==> src/rtl/writeback_arbiter.sv <==
// writeback_arbiter
// Merges a non-stallable single-cycle ALU result stream and a load result
// stream into one register-file write port. Loads wait in a 4-entry queue;
// an ALU write to the same register kills older queued loads (WAW).
//
// Build option: define WB_BYPASS_EN to let a load go straight to the write
// port when the ALU is idle and the queue is empty (1-cycle load latency).
// When the macro is not defined, every load is queued (2-cycle latency).

module writeback_arbiter (
   input  logic        clk,
   input  logic        rst,
   input  logic        alu_valid,
   input  logic [4:0]  alu_rd,
   input  logic [31:0] alu_data,
   input  logic        mem_valid,
   output logic        mem_ready,
   input  logic [4:0]  mem_rd,
   input  logic [31:0] mem_data,
   output logic [4:0]  rd,
   output logic [31:0] writeData,
   output logic        regWrite,
   output logic [2:0]  fifo_count
);

   logic [4:0]  q_rd   [4];
   logic [31:0] q_data [4];
   logic [3:0]  q_live;
   logic [1:0]  wr_ptr;
   logic [1:0]  rd_ptr;

   logic        fifo_empty;
   logic        bypass;
   logic        push;
   logic        pop;
   logic        alu_kill;
   logic        sel_valid;
   logic        sel_we;
   logic [4:0]  sel_rd;
   logic [31:0] sel_data;

   // Ready depends only on the registered occupancy, so a same-cycle pop
   // never opens a slot for a push.
   assign mem_ready  = (fifo_count != 3'd4);
   assign fifo_empty = (fifo_count == 3'd0);

   // An ALU write to a non-zero register supersedes any queued load to it.
   assign alu_kill   = alu_valid && (alu_rd != 5'd0);

`ifdef WB_BYPASS_EN
   // Load goes straight to the write port when nothing else competes.
   assign bypass = !alu_valid && fifo_empty && mem_valid;
`else
   assign bypass = 1'b0;
`endif

   assign push = mem_valid && mem_ready && !bypass;
   assign pop  = !alu_valid && !fifo_empty;

   // Pick this cycle's write source: ALU, then bypassed load, then queue head.
   always_comb begin
      sel_valid = 1'b0;
      sel_we    = 1'b0;
      sel_rd    = 5'd0;
      sel_data  = 32'd0;
      if (alu_valid) begin
         sel_valid = 1'b1;
         sel_we    = (alu_rd != 5'd0);
         sel_rd    = alu_rd;
         sel_data  = alu_data;
      end else if (bypass) begin
         sel_valid = 1'b1;
         sel_we    = (mem_rd != 5'd0);
         sel_rd    = mem_rd;
         sel_data  = mem_data;
      end else if (pop) begin
         sel_valid = 1'b1;
         sel_we    = q_live[rd_ptr] && (q_rd[rd_ptr] != 5'd0);
         sel_rd    = q_rd[rd_ptr];
         sel_data  = q_data[rd_ptr];
      end
   end

   // Load queue storage, pointers, occupancy and WAW kill.
   always_ff @(posedge clk) begin
      if (rst) begin
         wr_ptr     <= 2'd0;
         rd_ptr     <= 2'd0;
         fifo_count <= 3'd0;
         q_live     <= 4'd0;
         for (int i = 0; i < 4; i++) begin
            q_rd[i]   <= 5'd0;
            q_data[i] <= 32'd0;
         end
      end else begin
         // Kill first; a same-cycle push below overrides its own slot with
         // a live bit that already accounts for the kill.
         if (alu_kill) begin
            for (int i = 0; i < 4; i++) begin
               if (q_rd[i] == alu_rd) q_live[i] <= 1'b0;
            end
         end
         if (push) begin
            q_rd[wr_ptr]   <= mem_rd;
            q_data[wr_ptr] <= mem_data;
            q_live[wr_ptr] <= !(alu_kill && (mem_rd == alu_rd));
            wr_ptr         <= wr_ptr + 2'd1;
         end
         if (pop) rd_ptr <= rd_ptr + 2'd1;
         case ({push, pop})
            2'b10:   fifo_count <= fifo_count + 3'd1;
            2'b01:   fifo_count <= fifo_count - 3'd1;
            default: fifo_count <= fifo_count;
         endcase
      end
   end

   // Registered write port; address/data hold when nothing is selected.
   always_ff @(posedge clk) begin
      if (rst) begin
         regWrite  <= 1'b0;
         rd        <= 5'd0;
         writeData <= 32'd0;
      end else begin
         regWrite <= sel_we;
         if (sel_valid) begin
            rd        <= sel_rd;
            writeData <= sel_data;
         end
      end
   end

endmodule

==> config.mk <==
export PLATFORM = sky130hd
export DESIGN_NAME = writeback_arbiter
export DESIGN_NICKNAME = d
export VERILOG_FILES = /design/src/rtl/writeback_arbiter.sv
export SDC_FILE = /design/constraint.sdc
export NUM_CORES = 1
export LEC_CHECK = 0
export BUFFER_PORTS_ARGS = -buffer_cell sky130_fd_sc_hd__clkbuf_2
export CORE_MARGIN = 2
export CORE_UTILIZATION = 52
export DETAILED_ROUTE_END_ITERATION = 10
export PLACE_DENSITY = 0.76
export SLEW_MARGIN = 20
export SYNTH_ARGS = -nofsm -noshare
export SYNTH_HDL_FRONTEND = slang
export SYNTH_SLANG_ARGS = --single-unit
==> constraint.sdc <==
create_clock -name clk -period 2.5 [get_ports clk]
set_input_delay 0.125 -clock clk [delete_from_list [all_inputs] [get_ports clk]]
set_output_delay 0.125 -clock clk [all_outputs]
set_load 0.03 [all_outputs]
==> results.txt <==
setup TNS: 0 ns
Comb pwr share: 26.9%
I/O pin count: 120
worst skew pair latency: 0.43 ns
Die ar.: 18300 µm²
core area: 16700 µm²
Critical Path RT: 2.85 ns
Worst IR Drop VDD: 0.000626 V
most frequent cell after synthesis: and2_1
vias per inst: 5.57
Worst path slowest cell: or3b_4
Setup CP Type: reg2reg
Worst Setup End Kind: flop
maximum clock path buffer count: 2
outcome: finished clean
post-synthesis instance total: 682
RSZ-0062 raised after global routing: no
top cell type by total area after synthesis: edfxtp_1
Synth warnings: 0
R2R Path End: fifo_count[2]$_SDFFE_PP0P_
Seq pwr share: 45.2%
Die Ht: 135 µm
placed cell count: 989
Int Power: 6.48 mW
register bit total from synthesis: 199
I/O Buffers: 119
hold crit path type: in2reg
global-route usage over all layers: 23.4%
synth top area cells: edfxtp_1, dfxtp_1, and2_1, mux4_2, a221oi_1
clock sinks: 199
DR iter-0 viols: 452
Top Family by Delay on Critical Path: simple AND/OR/NAND/NOR gates
WP data arrival: 2.69 ns
antenna violations before repair: 0
crit path launch: fifo_count[2]$_SDFFE_PP0P_
Tmin final: 2.34 ns
distinct cell type count after synthesis: 35
antenna-violating nets left: 0
Main synth FF type: edfxtp_1
GRT overflow: 0
Syn Std Cell Area: 8960 µm²
relative slew slack: 44.8%
Hold Crit Depth: 2
Reg2Reg Launch Point: fifo_count[2]$_SDFFE_PP0P_
clk root buf: clkbuf_16
largest net degree at the start of global routing: 76
first-pass GRT wire length: 32200 µm
Layout fillers: 1239
period utilisation layout: 93.5%
CP most frequent cell: inv_1
Critical Path, Cell by Cell: or3b_4 -> and2_4 -> inv_1 -> ha_1 -> inv_1 -> fa_1 -> xor2_1 -> or3_1 -> a21oi_1
CTS clk-pin slew, worst paths: 0.06 ns
sw power: 2.86 mW
Max Slew Vio Count: 0
clock group share of total power: 27.9%
fmax: 428 MHz
Final Hold Fails: 0
Vias: 5950
vias in the first global route: 6291
effective utilization at floorplan: 53.6%
cts bufs inserted: 17
max-cap viol count: 0
Clock Skew: 0.00461 ns
Die Wd: 135 µm
synth cell count leaders: and2_1, edfxtp_1, dfxtp_1
worst reg2reg path depth: 9
Final #Nets: 919
mean post-synth cell area: 13.1 µm²
pre-CTS setup slack: 0.181 ns
Slew @ Worst Pin: 0.828 ns
DRT Wirelength: 20600 µm
Syn Nets: 766
Antenna Cells: 0
endpoints failing setup: 0
maximum single-stage delay on the critical path: 0.39 ns
Worst path depth: 9
Final Instance Area: 10800 µm²
Setup crit end: fifo_count[2]$_SDFFE_PP0P_
maximum fanout along the worst path: 6
crit path launch type: flop
sequential area share after synthesis: 61.0%
placed cell area: 9790 µm²
top-area cell type share of the netlist area: 49.6%
Post-synth EDFFs: 148
H-tree levels: 4
PnR worst setup slack: 0.163 ns
Post-synth ARST share: 0%
GPL Wtd Cong: 0.830
DP HPWL: 12600 µm
Cell Rows: 47
Finished Layout Cells: 1068
per-cell routed wire length: 19.3 µm
Switching Share: 30.6%
CTS tree: yes
Reg2Reg Setup Slack: 0.16 ns
DR DRC count: 0
area grow syn2layout: 20.7%
DRT Pass-1 Iters: 5
PwrDens: 864 nW/µm²
buffers plus inverters on the worst setup path: 2
layout cell share with drive strength beyond 1: 25.5%
static leakage: 4.32 nW
## layout by cell type (no fill, tap or decap), types with 4 or more instances in the layout
| cell | count |
|---|---|
| and2_1 | 148 |
| edfxtp_1 | 148 |
| clkbuf_2 | 119 |
| dlygate4sd3_1 | 47 |
| dfxtp_1 | 46 |
| a21oi_1 | 44 |
| inv_1 | 43 |
| mux4_2 | 38 |
| nand2_1 | 37 |
| a221oi_1 | 37 |
| buf_4 | 19 |
| xor2_1 | 17 |
| clkbuf_16 | 17 |
| xnor2_1 | 13 |
| nor2_1 | 9 |
| nor3_1 | 6 |
| clkbuf_1 | 6 |
| ha_1 | 5 |
| nand4_1 | 4 |
| nand2b_1 | 4 |
| a32o_1 | 4 |
| dfxtp_2 | 4 |
| clkinv_2 | 4 |
## repair_timing
| action | in CTS | in global routing |
|---|---|---|
| buffers inserted | 0 | 0 |
| hold buffers | 47 | 0 |
| gates resized for setup | 0 | 0 |
| endpoints found under the hold margin | 63 | 0 |
## area by class of cell
cell class | instances | area, µm² | area share (%)
clock buffer | 23 | 448 | 4.14
timing repair buffer | 186 | 1230 | 11.4
clock inverter | 9 | 101 | 0.937
inverter | 43 | 161 | 1.49
tap | 220 | 275 | 2.55
multi-input combinational | 388 | 3130 | 28.9
sequential | 199 | 5470 | 50.6
## flip-flops by register name (all words and copies together) (netlist names), 2 cells and up, named ones only
signal      cells
q_rd           20
fifo_count      3
wr_ptr          2
writeData      32
rd_ptr          2
rd              5
q_data        128
q_live          4
## kinds of logic (layout without fill, tap and decap cells)
group,Yosys count,in the layout,share of synthesized area [%]
adder cells (fa/ha/maj),6,6,0.922
flip-flops,199,199,61.0
multiplexers,39,39,9.66
AO/OA/AOI/OAI,89,89,6.86
XOR/XNOR,30,30,2.93
buffers and inverters,95,261,4.25
AND/OR/NAND/NOR,224,224,14.4
## through the flow
step	hold slack, ns	power, mW	utilization, %
after global routing	0.00439	9.72	64.8
after global placement	0.370	6.65	58.6
final	0.0111	9.34	64.8
after floorplan	0.279	6.01	-
after detailed placement	0.375	6.75	58.6
after CTS	0.00207	9.38	64.8
## per-layer routing
metal / vias to the layer above / routed length [µm] / track usage (%)
met5: - / 0 / 0
met4: 0 / 422 / 8.22
met3: 36 / 986 / 4.53
met2: 191 / 10900 / 42.0
met1: 2966 / 8350 / 28.2
li1: 2757 / - / -
## power groups by stage
stage / registers (mW) / logic (mW) / clock network (mW)
final: 4.22 / 2.51 / 2.61
after global routing: 4.26 / 2.70 / 2.76
after detailed placement: 4.29 / 2.46 / 0
after global placement: 4.25 / 2.39 / 0
after floorplan: 4.45 / 1.57 / 0
after CTS: 4.22 / 2.52 / 2.64
## how the worst min path moves through the flow
stage | from | to | slack [ns]
after floorplan | alu_data[0] | writeData[0]$_SDFFE_PP0P_ | 0.28
after global placement | alu_data[10] | writeData[10]$_SDFFE_PP0P_ | 0.37
after detailed placement | alu_data[4] | writeData[4]$_SDFFE_PP0P_ | 0.38
after CTS | mem_data[19] | q_data[2][19]$_SDFFCE_PN0P_ | 0.002
after global routing | mem_data[10] | q_data[2][10]$_SDFFCE_PN0P_ | 0.004
final | mem_data[19] | q_data[2][19]$_SDFFCE_PN0P_ | 0.01
## worst reg2reg max path, stage by stage (launching register included)
cell and delay, ns:
dfxtp_4 0.37, or3b_4 0.39, and2_4 0.17, inv_1 0.06, ha_1 0.17, inv_1 0.06
fa_1 0.39, xor2_1 0.17, or3_1 0.32, a21oi_1 0.15
No activity file was read; power rests on OpenSTA's default activity.
